### config.mk
export PLATFORM = sky130hd
export DESIGN_NAME = systolic_sched
export DESIGN_NICKNAME = d
export VERILOG_FILES = /design/src/rtl/systolic_sched.sv
export SDC_FILE = /design/constraint.sdc
export NUM_CORES = 1
export LEC_CHECK = 0
export ABC_AREA = 1
export BUFFER_PORTS_ARGS = -buffer_cell sky130_fd_sc_hd__buf_4
export CAP_MARGIN = 20
export CORE_AREA = 2 2 211 213
export CTS_CLUSTER_SIZE = 16
export DETAILED_ROUTE_END_ITERATION = 12
export DIE_AREA = 0 0 213 215
export PLACE_DENSITY = 0.69
export SLEW_MARGIN = 20
export SYNTH_ARGS = -nofsm -noshare
export SYNTH_HDL_FRONTEND = slang
export SYNTH_SLANG_ARGS = --single-unit
### constraint.sdc
create_clock -name clk_i -period 2.2 [get_ports clk_i]
set_clock_uncertainty 0.1 [all_clocks]
set_input_delay 0.22 -clock clk_i [delete_from_list [all_inputs] [get_ports clk_i]]
set_output_delay 0.22 -clock clk_i [all_outputs]
set_load 0.02 [all_outputs]
### src/rtl/systolic_sched.sv
// Job sequencer for a square MAC array: takes K operand vector pairs, skews them onto
// the west/north edges, pads the wavefront with zero beats, then settles, flushes and signals done.
module systolic_sched #(
    parameter int width_p  = 32,
    parameter int dim_p    = 4,
    parameter int k_max_p  = 64,
    parameter int settle_p = 32,
    localparam int kw      = $clog2(k_max_p + 1)
) (
    input  logic                       clk_i,
    input  logic                       reset_n_i,
    input  logic                       halt_i,
    input  logic                       cmd_valid_i,
    output logic                       cmd_ready_o,
    input  logic [kw-1:0]              cmd_k_i,
    input  logic                       a_vec_valid_i,
    output logic                       a_vec_ready_o,
    input  logic [dim_p*width_p-1:0]   a_vec_i,
    input  logic                       b_vec_valid_i,
    output logic                       b_vec_ready_o,
    input  logic [dim_p*width_p-1:0]   b_vec_i,
    input  logic [dim_p-1:0]           edge_a_ready_i,
    input  logic [dim_p-1:0]           edge_b_ready_i,
    output logic [dim_p-1:0]           edge_a_valid_o,
    output logic [dim_p-1:0]           edge_b_valid_o,
    output logic [dim_p*width_p-1:0]   edge_a_o,
    output logic [dim_p*width_p-1:0]   edge_b_o,
    output logic                       en_o,
    output logic                       flush_o,
    output logic                       busy_o,
    output logic                       done_o
);

    localparam int cnt_max_lp = (k_max_p + dim_p > settle_p) ? (k_max_p + dim_p) : settle_p;
    localparam int cw         = $clog2(cnt_max_lp + 1);

    typedef enum logic [2:0] {
        ST_IDLE,
        ST_FEED,
        ST_DRAIN,
        ST_SETTLE,
        ST_FLUSH,
        ST_DONE
    } state_e;

    state_e                     state_q, state_d;
    logic [kw-1:0]              k_q, k_d;
    logic [cw-1:0]              cnt_q, cnt_d;
    logic [kw-1:0]              k_clamped;
    logic                       edge_ok;
    logic                       beat;
    logic                       feed_beat;
    logic [dim_p*width_p-1:0]   a_src;
    logic [dim_p*width_p-1:0]   b_src;

    assign k_clamped = (cmd_k_i > kw'(k_max_p)) ? kw'(k_max_p) : cmd_k_i;
    assign edge_ok   = (&edge_a_ready_i) & (&edge_b_ready_i) & ~halt_i;

    always_comb begin
        beat = 1'b0;
        case (state_q)
            ST_FEED:  beat = edge_ok & a_vec_valid_i & b_vec_valid_i;
            ST_DRAIN: beat = edge_ok;
            default:  beat = 1'b0;
        endcase
    end

    assign feed_beat = beat & (state_q == ST_FEED);

    // Outside FEED the edge sources are zero, which is what pads the wavefront in DRAIN.
    assign a_src = (state_q == ST_FEED) ? a_vec_i : '0;
    assign b_src = (state_q == ST_FEED) ? b_vec_i : '0;

    always_comb begin
        state_d = state_q;
        k_d     = k_q;
        cnt_d   = cnt_q;
        case (state_q)
            ST_IDLE: begin
                if (cmd_valid_i) begin
                    k_d   = k_clamped;
                    cnt_d = '0;
                    if (k_clamped != '0)
                        state_d = ST_FEED;
                    else if (dim_p == 1)
                        state_d = ST_SETTLE;
                    else
                        state_d = ST_DRAIN;
                end
            end
            ST_FEED: begin
                if (beat) begin
                    if (cnt_q + cw'(1) == cw'(k_q)) begin
                        cnt_d   = '0;
                        state_d = (dim_p == 1) ? ST_SETTLE : ST_DRAIN;
                    end else begin
                        cnt_d = cnt_q + cw'(1);
                    end
                end
            end
            ST_DRAIN: begin
                if (beat) begin
                    if (cnt_q + cw'(1) == cw'(dim_p - 1)) begin
                        cnt_d   = '0;
                        state_d = ST_SETTLE;
                    end else begin
                        cnt_d = cnt_q + cw'(1);
                    end
                end
            end
            ST_SETTLE: begin
                if (!halt_i) begin
                    if (cnt_q + cw'(1) == cw'(settle_p)) begin
                        cnt_d   = '0;
                        state_d = ST_FLUSH;
                    end else begin
                        cnt_d = cnt_q + cw'(1);
                    end
                end
            end
            ST_FLUSH: if (!halt_i) state_d = ST_DONE;
            ST_DONE:  if (!halt_i) state_d = ST_IDLE;
            default:  state_d = ST_IDLE;
        endcase
    end

    always_ff @(posedge clk_i or negedge reset_n_i) begin
        if (!reset_n_i) begin
            state_q <= ST_IDLE;
            k_q     <= '0;
            cnt_q   <= '0;
        end else begin
            state_q <= state_d;
            k_q     <= k_d;
            cnt_q   <= cnt_d;
        end
    end

    // Pulses are gated by halt so a halted FLUSH/DONE cycle is held, not lost.
    assign cmd_ready_o    = (state_q == ST_IDLE);
    assign busy_o         = (state_q != ST_IDLE);
    assign flush_o        = (state_q == ST_FLUSH) & ~halt_i;
    assign done_o         = (state_q == ST_DONE) & ~halt_i;
    assign en_o           = ~halt_i;
    assign a_vec_ready_o  = feed_beat;
    assign b_vec_ready_o  = feed_beat;
    assign edge_a_valid_o = {dim_p{beat}};
    assign edge_b_valid_o = {dim_p{beat}};

    assign edge_a_o[0 +: width_p] = a_src[0 +: width_p];
    assign edge_b_o[0 +: width_p] = b_src[0 +: width_p];

    // Lane gi passes through a gi-deep chain that only advances on a beat.
    genvar gi;
    generate
        for (gi = 1; gi < dim_p; gi++) begin : g_skew
            logic [width_p-1:0] a_chain_q [gi];
            logic [width_p-1:0] a_chain_d [gi];
            logic [width_p-1:0] b_chain_q [gi];
            logic [width_p-1:0] b_chain_d [gi];

            always_comb begin
                a_chain_d = a_chain_q;
                b_chain_d = b_chain_q;
                if (beat) begin
                    a_chain_d[0] = a_src[gi*width_p +: width_p];
                    b_chain_d[0] = b_src[gi*width_p +: width_p];
                    for (int j = 1; j < gi; j++) begin
                        a_chain_d[j] = a_chain_q[j-1];
                        b_chain_d[j] = b_chain_q[j-1];
                    end
                end
            end

            always_ff @(posedge clk_i or negedge reset_n_i) begin
                if (!reset_n_i) begin
                    for (int j = 0; j < gi; j++) begin
                        a_chain_q[j] <= '0;
                        b_chain_q[j] <= '0;
                    end
                end else begin
                    a_chain_q <= a_chain_d;
                    b_chain_q <= b_chain_d;
                end
            end

            assign edge_a_o[gi*width_p +: width_p] = a_chain_q[gi-1];
            assign edge_b_o[gi*width_p +: width_p] = b_chain_q[gi-1];
        end
    endgenerate

endmodule

==> metrics.md <==
| Metric | Value |
|---|---|
| Share of cells above drive strength 1 | `0.310` |
| Register area share after synthesis | `0.577` |
| Syn Nets | `2179` |
| Yosys synthesis warning count | `0` |
| Min Tclk post-route | `2.32 ns` |
| CP Class | `flop to output port` |
| Total GRT Usage | `0.238` |
| Root Driver | `clkbuf_16` |
| Clock sinks | `401` |
| CP Capture Type | `output port` |
| Core area | `0.0436 mm2` |
| Req. time, crit path | `1.88 ns` |
| Die Ht | `215 um` |
| Critical path arrival | `2.00 ns` |
| GRT overflow | `0` |
| RSZ-0062 raised after global routing | `true` |
| Pwr Total | `about 21 mW` |
| Yosys top cell area share | `0.577` |
| Worst min path class | `input port to flop` |
| Vias in the first global route | `15100` |
| Peak VDD IR | `0.816 mV` |
| Synth Area in Simple Gates | `0.144` |
| Hpwl dp | `between 30000 and 40000 um` |
| Setup WS post-layout | `-0.118 ns` |
| Relative slew slack | `0.526` |
| H-tree depth | `2` |
| Most common cell after layout, fill and taps aside | `buf_4` |
| Max-Cap Viols | `0` |
| Post-layout util | `0.588` |
| Total number of vias | `approximately 15000` |
| Status | `finished with violations` |
| Vias per cell | `4.72` |
| Multiplexer share of the synthesized area | `0` |
| Initial DRT Pass Iterations | `5` |
| Netlist Area Pre-Place | `0.0174 mm2` |
| Largest family of logic cells by synthesized area | `buffers and inverters` |
| WL/cell | `18.2 um` |
| Initial drt markers | `about 1200` |
| TritonCTS clock tree | `built` |
| Rows | `77` |
| Final setup fails | `67` |
| Synth Area in Adders | `0.00144` |
| Crit-path cells | `nor3_4, buf_6, inv_8, buf_12, buf_12, nor2_2, buf_6` |
| Cells after synthesis | `1900` |
| Horiz. Die Dim | `between 200 and 250 um` |
| Global-route wire length before repair | `84000 um` |
| Synth Area per Inst | `approximately 9.2 um2` |
| Cell Pwr Density | `slightly above 800 mW/mm2` |
| Final estimated routing congestion in global placement | `0.924` |
| Die Footprint | `0.0458 mm2` |
| Nets | `2760` |
| Cts bufs inserted | `43` |
| Failing checks | `negative setup slack` |
| Antenna Nets Post-Route | `0` |
| Post-Route WL | `56400 um` |
| P&R area growth vs syn | `47.7%` |
| Worst setup SP type | `flop` |
| PortBufs | `547` |
| # IOs | `~550` |
| Synth Area in Compound Gates | `0.112` |
| Leak | `13.4 nW` |
| Post-Synth XOR/XNOR Area | `0.00151` |
| Number of remaining DRC errors | `0` |
| Most frequent cells in the layout | `buf_4, nand2_1, dfrtp_1, inv_1, dlygate4sd3_1` |
| Initial antenna violation count | `2` |
| CP max FO | `17` |
| Post-synth top area cell | `dfrtp_1` |
| Worst-Margin Slew | `0.710 ns` |
| Max incr delay on CP | `0.43 ns` |
| Crit-path slowest cell | `dfrtp_2` |
| Final period util | `1.05` |
| Final Hold Vio Count | `0` |
| Slew Limit Fails | `0` |
| Clk buf depth | `3` |
| Worst-Skew Late Latency | `~0.55 ns` |
| Largest net degree at the start of global routing | `106` |
| Initial core utilization | `0.398` |
| Max Clk Rate | `431 MHz` |
| Area contributors post-synth | `dfrtp_1, nand2_1, buf_4` |
| Synth cell types | `29` |
| Post-synthesis register bit count | `401` |
| Clk slew on worst S/H paths | `0.06 ns` |
-- kinds of logic after synthesis --
kind of cell / count (synthesis)
adder cells (fa/ha/maj): 2
AO/OA/AOI/OAI: 336
flip-flops: 401
AND/OR/NAND/NOR: 641
XOR/XNOR: 3
buffers and inverters: 517
-- worst paths after layout --
check                                                          from                             endpoint  slack [ns]  cells after the start
worst max-delay path                         state_q[2]$_DFFE_PN0P_                         edge_a_o[21]       -0.12                      7
worst min-delay path                                         halt_i               state_q[2]$_DFFE_PN0P_        0.12                      6
worst max register to register               state_q[1]$_DFFE_PN0P_                   k_q[4]$_DFFE_PN0P_        0.07                     10
worst min register to register  g_skew[3].a_chain_q[61]$_DFFE_PN0P_            edge_a_o[125]$_DFFE_PN0P_        0.37                      2
max in group asynchronous                                 reset_n_i  g_skew[3].a_chain_q[46]$_DFFE_PN0P_        1.10                      3
min in group asynchronous                                 reset_n_i             edge_b_o[76]$_DFFE_PN0P_        0.19                      2
-- worst max-delay path: cells and delay by family (launching register included) --
kind	cells	cell delay, ns
and+or+nand+nor	2	0.37
buffers and inverters	5	0.64
DFF	1	0.43
-- final cells by class --
class,instances,area [um2]
tap,592,741
clock buffer,62,1280
multi-input combinational,982,4930
timing repair buffer,831,7630
inverter,222,853
clock inverter,12,194
antenna,3,7.51
sequential,401,10000
fill,3528,18000
-- metal layers --
metal / up-vias / GRT usage / part of all wire
met5: - / 0 / 0
met4: 0 / 0.115 / 0.046
met3: 127 / 0.0530 / 0.070
met2: 667 / 0.396 / 0.49
met1: 6980 / 0.291 / 0.40
li1: 6893 / - / -
-- power by group --
| group | switching, mW | internal (mW) |
|---|---|---|
| Combinational | 2.82 | 2.42 |
| Sequential | 0.239 | 7.80 |
| Clock | 2.95 | 4.61 |
-- state kept, by name, indices dropped and copies added (netlist names) --
signal / cells
g_skew.b_chain_q: 128
k_q: 7
edge_b_o: 64
cnt_q: 7
edge_a_o: 64
g_skew.a_chain_q: 128
state_q: 3
-- cell usage after synthesis --
library cell,instances
a21boi_0,1
inv_1,218
nand4_1,7
o21ai_1,77
nor4_1,1
clkbuf_1,28
nor3_1,2
xnor2_1,2
inv_2,4
o21ai_0,187
nand3_1,21
nand2_4,1
buf_2,32
buf_6,14
nor2_2,2
nand2_1,518
ha_1,2
o22ai_1,1
buf_4,207
nor2_1,85
buf_1,14
o21bai_1,1
nor3_4,1
dfrtp_1,401
xor2_1,1
a22o_1,66
o21ba_2,1
a21oi_1,2
nor2_4,3
-- per-stage QoR --
stage	area (um2)	hold slack [ns]	setup TNS, ns	instances	worst slack (ns)
2_1_floorplan	17400	-0.176	0	1900	0.181
3_3_place_gp	20900	0.180	0	2792	0.180
3_5_place_dp	20900	0.191	0	2792	0.0953
4_1_cts	25300	0.0949	-4.72	3092	-0.0907
5_1_grt	25700	0.152	-9.22	3104	-0.189
6_report	25700	0.117	-4.30	3105	-0.118
-- timing repair --
item	CTS	global route
endpoints found under the hold margin	255	0
hold buffers	203	0
buffers inserted	18	6
pin swaps	5	9
cloned	5	5
setup endpoints to repair	75	214
resized for setup	156	69
Note: power is estimated with default switching activity, not from simulation.
